[src/rtl/hash_op_scheduler.sv]
// ============================================================================
// Module   : hash_op_scheduler
// Brief    : Round-robin front end for the cuckoo hash pipeline with a
//            same-key write scoreboard and a drain/flush sequence.
//            Optional hazard-stall statistics: define HASH_SCHED_STATS_EN.
// Revision : 1.0 - initial release
// ============================================================================
`default_nettype none

module hash_op_scheduler #(
  parameter int KEY_WIDTH  = 2,
  parameter int DATA_WIDTH = 4,
  parameter int NUM_REQ    = 3,
  parameter int PIPE_DEPTH = 2
) (
  input  logic                                clk,
  input  logic                                reset,
  input  logic [NUM_REQ-1:0]                  req_valid_i,
  input  logic [NUM_REQ-1:0][1:0]             req_op_i,
  input  logic [NUM_REQ-1:0][KEY_WIDTH-1:0]   req_key_i,
  input  logic [NUM_REQ-1:0][DATA_WIDTH-1:0]  req_data_i,
  output logic [NUM_REQ-1:0]                  req_ready_o,
  input  logic                                pipe_ready_i,
  output logic                                op_valid_o,
  output logic [1:0]                          op_o,
  output logic [KEY_WIDTH-1:0]                op_key_o,
  output logic [DATA_WIDTH-1:0]               op_data_o,
  output logic [$clog2(NUM_REQ)-1:0]          op_src_o,
  input  logic                                flush_i,
  output logic                                flush_done_o,
  output logic                                err_o,
  output logic [15:0]                         hazard_stall_cnt_o
);

  localparam int SRC_W = $clog2(NUM_REQ);

  localparam logic [1:0] c_OP_LOOKUP   = 2'b00;
  localparam logic [1:0] c_OP_INSERT   = 2'b01;
  localparam logic [1:0] c_OP_DELETE   = 2'b10;
  localparam logic [1:0] c_OP_RESERVED = 2'b11;

  typedef enum logic [1:0] {
    ST_RUN   = 2'd0,
    ST_DRAIN = 2'd1,
    ST_DONE  = 2'd2
  } state_t;

  state_t                               r_state;
  state_t                               w_state_nxt;
  logic [SRC_W-1:0]                     r_rr;
  logic [PIPE_DEPTH-1:0]                r_sb_valid;
  logic [PIPE_DEPTH-1:0][KEY_WIDTH-1:0] r_sb_key;

  logic                                 r_op_valid;
  logic [1:0]                           r_op;
  logic [KEY_WIDTH-1:0]                 r_op_key;
  logic [DATA_WIDTH-1:0]                r_op_data;
  logic [SRC_W-1:0]                     r_op_src;
  logic                                 r_err;

  logic [NUM_REQ-1:0]                   w_is_write;
  logic [NUM_REQ-1:0]                   w_hazard;
  logic [NUM_REQ-1:0]                   w_eligible;
  logic                                 w_issue_ok;
  logic [NUM_REQ-1:0]                   w_grant;
  logic                                 w_grant_any;
  logic [SRC_W-1:0]                     w_grant_idx;
  logic [SRC_W:0]                       w_pos;
  logic [1:0]                           w_sel_op;
  logic                                 w_issue;
  logic                                 w_sel_write;

  // Hazard check always uses the scoreboard as it stood before this edge's shift.
  for (genvar i = 0; i < NUM_REQ; i++) begin : g_req
    logic w_match;
    always_comb begin
      w_match = 1'b0;
      for (int j = 0; j < PIPE_DEPTH; j++) begin
        if (r_sb_valid[j] && (r_sb_key[j] == req_key_i[i])) begin
          w_match = 1'b1;
        end
      end
    end
    assign w_is_write[i] = (req_op_i[i] == c_OP_INSERT) || (req_op_i[i] == c_OP_DELETE);
    assign w_hazard[i]   = w_is_write[i] && w_match;
    assign w_eligible[i] = req_valid_i[i] && !w_hazard[i];
  end

  // Flush wins over any grant in the cycle it is seen.
  assign w_issue_ok = (r_state == ST_RUN) && pipe_ready_i && !flush_i;

  always_comb begin
    w_grant     = '0;
    w_grant_any = 1'b0;
    w_grant_idx = '0;
    w_pos       = '0;
    for (int k = 0; k < NUM_REQ; k++) begin
      w_pos = {1'b0, r_rr} + (SRC_W + 1)'(k);
      if (w_pos >= (SRC_W + 1)'(NUM_REQ)) begin
        w_pos = w_pos - (SRC_W + 1)'(NUM_REQ);
      end
      if (!w_grant_any && w_issue_ok && w_eligible[w_pos[SRC_W-1:0]]) begin
        w_grant_any                 = 1'b1;
        w_grant[w_pos[SRC_W-1:0]]   = 1'b1;
        w_grant_idx                 = w_pos[SRC_W-1:0];
      end
    end
  end

  assign req_ready_o = w_grant;
  assign w_sel_op    = req_op_i[w_grant_idx];
  assign w_issue     = w_grant_any && (w_sel_op != c_OP_RESERVED);
  assign w_sel_write = w_issue && (w_sel_op != c_OP_LOOKUP);

  always_comb begin
    w_state_nxt = r_state;
    case (r_state)
      ST_RUN:   if (flush_i) w_state_nxt = ST_DRAIN;
      ST_DRAIN: if (!(|r_sb_valid) && !r_op_valid) w_state_nxt = ST_DONE;
      ST_DONE:  w_state_nxt = flush_i ? ST_DRAIN : ST_RUN;
      default:  w_state_nxt = ST_RUN;
    endcase
  end

  always_ff @(posedge clk or negedge reset) begin
    if (!reset) begin
      r_state    <= ST_RUN;
      r_rr       <= '0;
      r_sb_valid <= '0;
      r_sb_key   <= '0;
      r_op_valid <= 1'b0;
      r_op       <= '0;
      r_op_key   <= '0;
      r_op_data  <= '0;
      r_op_src   <= '0;
      r_err      <= 1'b0;
    end else begin
      r_state <= w_state_nxt;
      r_err   <= w_grant_any && (w_sel_op == c_OP_RESERVED);
      if (w_grant_any) begin
        r_rr <= (w_grant_idx == SRC_W'(NUM_REQ - 1)) ? '0 : w_grant_idx + 1'b1;
      end
      if (pipe_ready_i) begin
        r_op_valid <= w_issue;
        if (w_issue) begin
          r_op      <= w_sel_op;
          r_op_key  <= req_key_i[w_grant_idx];
          r_op_data <= req_data_i[w_grant_idx];
          r_op_src  <= w_grant_idx;
        end
        for (int j = PIPE_DEPTH - 1; j > 0; j--) begin
          r_sb_valid[j] <= r_sb_valid[j-1];
          r_sb_key[j]   <= r_sb_key[j-1];
        end
        r_sb_valid[0] <= w_sel_write;
        r_sb_key[0]   <= req_key_i[w_grant_idx];
      end
    end
  end

  assign op_valid_o   = r_op_valid;
  assign op_o         = r_op;
  assign op_key_o     = r_op_key;
  assign op_data_o    = r_op_data;
  assign op_src_o     = r_op_src;
  assign err_o        = r_err;
  assign flush_done_o = (r_state == ST_DONE);

`ifdef HASH_SCHED_STATS_EN
  logic [15:0] r_stall_cnt;
  logic        w_stall_evt;

  assign w_stall_evt = (|(req_valid_i & w_hazard)) && pipe_ready_i && (r_state == ST_RUN);

  always_ff @(posedge clk or negedge reset) begin
    if (!reset) begin
      r_stall_cnt <= '0;
    end else if (w_stall_evt && (r_stall_cnt != 16'hFFFF)) begin
      r_stall_cnt <= r_stall_cnt + 16'd1;
    end
  end

  assign hazard_stall_cnt_o = r_stall_cnt;
`else
  assign hazard_stall_cnt_o = 16'd0;
`endif

endmodule

`default_nettype wire

[config.mk]
export PLATFORM = sky130hd
export DESIGN_NAME = hash_op_scheduler
export DESIGN_NICKNAME = d
export VERILOG_FILES = /design/src/rtl/hash_op_scheduler.sv
export SDC_FILE = /design/constraint.sdc
export NUM_CORES = 1
export LEC_CHECK = 0
export ABC_AREA = 1
export ABC_CLOCK_PERIOD_IN_PS = 2400
export CORE_ASPECT_RATIO = 1.2
export CORE_MARGIN = 4
export CORE_UTILIZATION = 41
export DETAILED_ROUTE_END_ITERATION = 7
export GPL_TIMING_DRIVEN = 0
export PLACE_DENSITY = 0.77
export SETUP_SLACK_MARGIN = 0.4
export SLEW_MARGIN = 20
export SYNTH_ARGS = -nofsm -noshare
export SYNTH_HDL_FRONTEND = slang
export SYNTH_SLANG_ARGS = --single-unit
[constraint.sdc]
create_clock -name clk -period 2.4 [get_ports clk]
set_clock_uncertainty 0.2 [all_clocks]
set_input_delay 0.36 -clock clk [delete_from_list [all_inputs] [get_ports clk]]
set_output_delay 0.36 -clock clk [all_outputs]
set_load 0.02 [all_outputs]
Word level (Yosys, flattened, before mapping)
Cells that the tools add are included.
Storage, ports and cells
  bits in registers: 22
  output and inout bits: 32
  word-level logic and storage cells: 131
Operators by class
  add/sub/neg operators: 6
  $lt $le $gt $ge: 10
  equal/unequal tests: 19
  multiplexer cells: 41
  bitwise logic cells: 2
  reductions and logical operators: 42
Operators by type and width (number)
  1-bit logical AND: 26
  2-bit two-way mux: 11
  1-bit two-way mux: 16
  2-bit equality test: 6
  2-bit equality test (second input constant): 6
  2-bit by 3-bit less-than comparator with 1-bit output (second input constant): 4
  3-bit two-way mux: 3
  2-bit binary-select mux with 2-bit select: 2
  4-bit binary-select mux with 2-bit select: 1
  2-bit by 1-bit equality test with 1-bit output (second input constant): 4
  1-bit logical NOT: 8
  1-bit binary-select mux with 2-bit select: 3
  1-bit demux with 2-bit select: 3
  2-bit by 1-bit greater-or-equal comparator with 1-bit output (second input constant): 3
  3-bit by 2-bit greater-or-equal comparator with 1-bit output (second input constant): 2
  2-bit inequality test (second input constant): 3
  3-bit OR: 2
  2-bit case mux with 3 select lines: 1
  2-bit subtractor (second input constant): 3
  4-bit two-way mux: 1
  2-bit AND reduction: 2
  2-bit by 1-bit adder with 3-bit output (second input constant): 1
  2-bit by 2-bit adder with 3-bit output (second input constant): 1
  1-bit logical OR: 3
  5 further kinds: 5

Depth between registers and ports, before layout
  word-level depth: 24
  depth in mapped cells: 21

Least setup slack after synthesis
OpenSTA, ideal clock, no wires.
  path kind: reg2out
  start: register r_rr[0]
  end: output req_ready_o[1]
  arrival: 1.867 ns
  data required time: 1.840 ns
  setup slack: -0.027 ns
  stages on the path, launching flop included: 11
  path through: dfrtp_1 -> inv_1 -> ha_1 -> inv_1 -> nand3_1 -> nand2_1 -> nand2_1 -> nor2_4 -> a21oi_1 -> nand2_1 -> o21ai_0
Between the ends
  cells in the longest elaborated chain, start to end: 14
RTL lines
  start: declaration: RTL line 50  | logic [SRC_W-1:0] r_rr;
  start signal: assignment: RTL line 141  | r_rr <= (w_grant_idx == SRC_W'(NUM_REQ - 1)) ? '0 : w_grant_idx + 1'b1;
  parallel branches: the longest is 13 deep, another holds 2-bit by 1-bit adder with 3-bit output
  3-bit two-way mux *: RTL line 102  | if (!w_grant_any && w_issue_ok && w_eligible[w_pos[SRC_W-1:0]]) begin
  end: declaration: RTL line 22  | output logic [NUM_REQ-1:0] req_ready_o,
Mark *: on every way between the ends. The select of a mux whose other input is x is not followed.

Worst setup path in the final report
  start: input req_op_i[4] (netlist name)
  end: output req_ready_o[1]
Between the ends
  cells in the longest elaborated chain, start to end: 17
RTL lines
  start: declaration: RTL line 19  | input logic [NUM_REQ-1:0][1:0] req_op_i,
  2-bit by 1-bit equality test with 1-bit output or 2-bit equality test (tied branches): RTL line 84  | assign w_is_write[i] = (req_op_i[i] == c_OP_INSERT) || (req_op_i[i] == c_OP_DELETE);
  1-bit logical OR *: RTL line 84
  1-bit logical AND *: RTL line 85  | assign w_hazard[i] = w_is_write[i] && w_match;
  1-bit logical NOT *: RTL line 86  | assign w_eligible[i] = req_valid_i[i] && !w_hazard[i];
  1-bit logical AND *: RTL line 86
  1-bit binary-select mux with 2-bit select: RTL line 102
  1-bit two-way mux (implied by the code): RTL line 102
  1-bit logical AND: RTL line 102
  1-bit two-way mux: RTL line 102
  1-bit logical NOT: RTL line 102
  1-bit logical AND (2 in series): RTL line 102
  1-bit two-way mux: RTL line 102
  1-bit logical NOT: RTL line 102
  1-bit logical AND (2 in series): RTL line 102
  3-bit two-way mux *: RTL line 102
Mark *: on every way between the ends. The rest lies on a longest branch, timed or not. The select of a mux whose other input is x is not followed.

==> impl_metrics.csv <==
group,metric,value,unit
die,io_pins,63,
drt,drc,0,
setup_path,worst_ep_arrival_time,2120,ps
setup_path,worst_path_max_delay_cell,"clkdlybuf4s50_1",
yosys,seq_area_frac_synth,31.1,%
die,initial_core_util,43.6,%
pwr,p_per_area,1040,nW/um^2
grt,first_global_vias,1769,
grt,busiest_layer,"met2",
setup_path,setup.worst_path.start,"req_op_i[4]",
sta,hold_slack,297,ps
die,num_rows,25,
clock_tree,cts_max_path_buffers,2,
drt,num_vias,1885,
placement,dpl_cell_area,2420,sq um
setup_path,start_kind,"input pin",
setup_path,worstSetupEndpointType,"output port",
drt,ant_nets,0,
clock_tree,cts_root_buf,"clkbuf_8",
setup_path,rr_startpoint,"r_rr[0]",
finish,nets,370,
setup_path,crit_top_cell,"nand2_4",
placement,pre_cts_slack,-928,ps
grt,grt_pass1_wl,7.52,mm
drt,dr.pass1.iters,5,
setup_path,slowest_delay,540,ps
drt,drt-total-wl,4.93,mm
outcome,status,"complete, but fails checks",
run,cap_violations,0,
sta,min_period_over_period,112,%
setup_path,path_delay_family,"buffers and inverters",
die,die_area,5440,sq um
sta,slew_violations,0,
yosys,syn_inst,259,
grt,met2_usage,33.8,%
pwr,vdd_drop_max,0.000510,V
grt,grt_antenna_before_repair,0,
min_path,hp-class,"reg -> reg",
placement,place_congestion,0.837,
placement,numPortBuffers,46,
finish,utilization,68.5,%
sta,grt_setup_unrepaired,"true",
pwr,leakagePower,0.00143,uW
yosys,synth_area,1770,sq um
yosys,synth.area.top_cells,"dfrtp_1 (31%), nand2_1 (20%), nand3_1 (8.5%)",
yosys,synth.top_cell.area_share,31.1,%
yosys,ys_warn_count,0,
setup_path,critPathBufInv,2,
finish,final_cells,388,
finish,final_area,2790,sq um
yosys,ys_top_cells_by_count,"nand2_1 (95), nand3_1 (30), dfrtp_1 (22), inv_1 (19), buf_4 (17)",
drt,detail_route.wl_per_cell,12.7,um
finish,areaGrowthSynthToFinish,57.2,%
drt,routed_via_density,4.86,
setup_path,required,1840,ps
setup_path,cp.depth,11,
grt,track_usage,17.7,%
yosys,ys_ff_latch,22,
clock_tree,cts_tree,"built",
clock_tree,cts_made_buffers,3,
grt,grt_start_max_net_pins,23,
sta,setup_ws,-280,ps
yosys,yosysMostFrequentCell,"nand2_1",
drt,first_iter_violations,81,
finish,drive_above_1_share,34.4,%
die,dieWidth,68.0,um
die,die_h,80.0,um
sta,fin_crit,2680,ps
yosys,synthDistinctLibCells,30,
yosys,yosysTopAreaCell,"dfrtp_1",
grt,overflow,0,
yosys,syn_area_per_cell,6.85,sq um
clock_tree,clk_latency,260,ps
sta,hold_viol_final,0,
yosys,synthArstFlopShare,100,%
sta,fmax,0.373,GHz
grt,met3_usage,1.83,%
clock_tree,h-tree-depth,1,
clock_tree,cts_sinks,22,
setup_path,path_class,"in -> out",
yosys,synthFlopType,"dfrtp_1",
setup_path,ff2ff_setup_slack,-280,ps
finish,fill_cells,354,
setup_path,cp_cell_sequence,"clkdlybuf4s50_1, xor2_2, nand2_4, nand2_4, o21ai_4, nand2_4, nor2_4, a21oi_4, nand2_2, o21ai_2, buf_6",
outcome,violations,"setup timing",
finish,diodes,0,
setup_path,crit_path_end,"req_ready_o[1]",
yosys,synth_edf_count,0,
placement,hpwlAfterDp,3.60,mm
die,core_area,4070,sq um
sta,finalSetupViolCount,18,
setup_path,r2r_cells,17,
placement,dp_cells,374,
setup_path,r2r_end,"op_src_o[0]",
setup_path,cp_max_fo,5,
grt,grtUsageMet1,20.5,%
clock_tree,cts.clk_slew.worst_paths,80,ps
-- registers in the layout, indices dropped and copies added, names as in the netlist, 2 cells and up --
signal / count
r_sb_key: 4
op_src_o: 2
r_rr: 2
r_sb_valid: 2
op_o: 2
op_key_o: 2
op_data_o: 4
r_state: 2
-- cell type report --
| class | instances | area [sq um] | share of cell area (%) |
|---|---|---|---|
| multi-input cells | 203 | 1270 | 45.7 |
| flip-flops and latches | 22 | 553 | 19.8 |
| repair buffers | 55 | 547 | 19.6 |
| plain buffers | 21 | 181 | 6.51 |
| inverters | 29 | 109 | 3.91 |
| well taps | 54 | 67.6 | 2.42 |
| clock buffers | 4 | 55.1 | 1.98 |
-- cell families (layout without fill, tap and decap cells) --
logic type	Yosys count	after routing	synth area share (%)
xor+xnor	3	3	1.48
compound gates	22	22	7.06
flops	22	22	31.1
buf+inv	50	109	15.1
other cells	1	16	0.212
fa+ha+maj	4	4	2.82
simple gates	157	158	42.3
-- metrics by stage --
stage          power [uW]  setup TNS (ps)
2_1_floorplan        1780               0
3_3_place_gp         2250          -12060
3_5_place_dp         2290          -12980
4_1_cts              2690           -2830
5_1_grt              3110           -6710
6_report             2900           -4220
-- worst min path at each step --
stage | from | endpoint | slack, ps | cells past startpoint
3_5_place_dp | r_sb_valid[0] | r_sb_valid[1] | 280 | 2
2_1_floorplan | reset | err_o | -140 | 0
4_1_cts | r_sb_valid[0] | r_sb_valid[1] | 300 | 2
5_1_grt | op_src_o[1] | op_src_o[1] | 340 | 2
6_report | r_sb_valid[0] | r_sb_valid[1] | 300 | 2
3_3_place_gp | r_sb_valid[0] | r_sb_valid[1] | 270 | 2
-- placed cells by master, fill, tap and decap left out, types with 3 or more instances in the layout --
master           netlist  routed
a21oi_1                8       6
buf_4                 17      23
clkbuf_8               0       4
clkdlybuf4s50_1        0      34
conb_1                 1      16
dfrtp_1               22      20
dlygate4sd2_1          0       7
inv_1                 19      17
inv_2                 10      12
nand2_1               95      74
nand2_2                6      18
nand2_4                1      11
nand3_1               30      22
nand3_2               10      15
nand3_4                0       3
nor2_1                 6       4
nor2_4                 3       4
o21ai_0                7       6
-- layer usage --
layer / up-vias / wire [um]
li1: 935 / -
met1: 886 / 1940
met2: 60 / 2630
met3: 4 / 316
met4: 0 / 31
met5: - / 0
-- tightest hold or removal path: stages (launching register included) --
cell,delay [ps]
dfrtp_1,350
nand2_1,50
o21ai_0,60
-- power breakdown --
group	leakage (uW)	internal (uW)	total (uW)	switching [uW]
Clock	0.0000288	146	262	116
Sequential	0.000276	531	666	134
Combinational	0.00112	849	1970	1120
Total	0.00143	1530	2900	1370
-- repair_timing --
item,in CTS,in global routing
pin swaps,2,21
hold endpoints to repair,0,22
resized for setup,39,40
setup endpoints to repair,20,21
gates cloned,0,2
hold buffers,0,1
buffers inserted,6,1
Power figures use the tool's default switching activity.
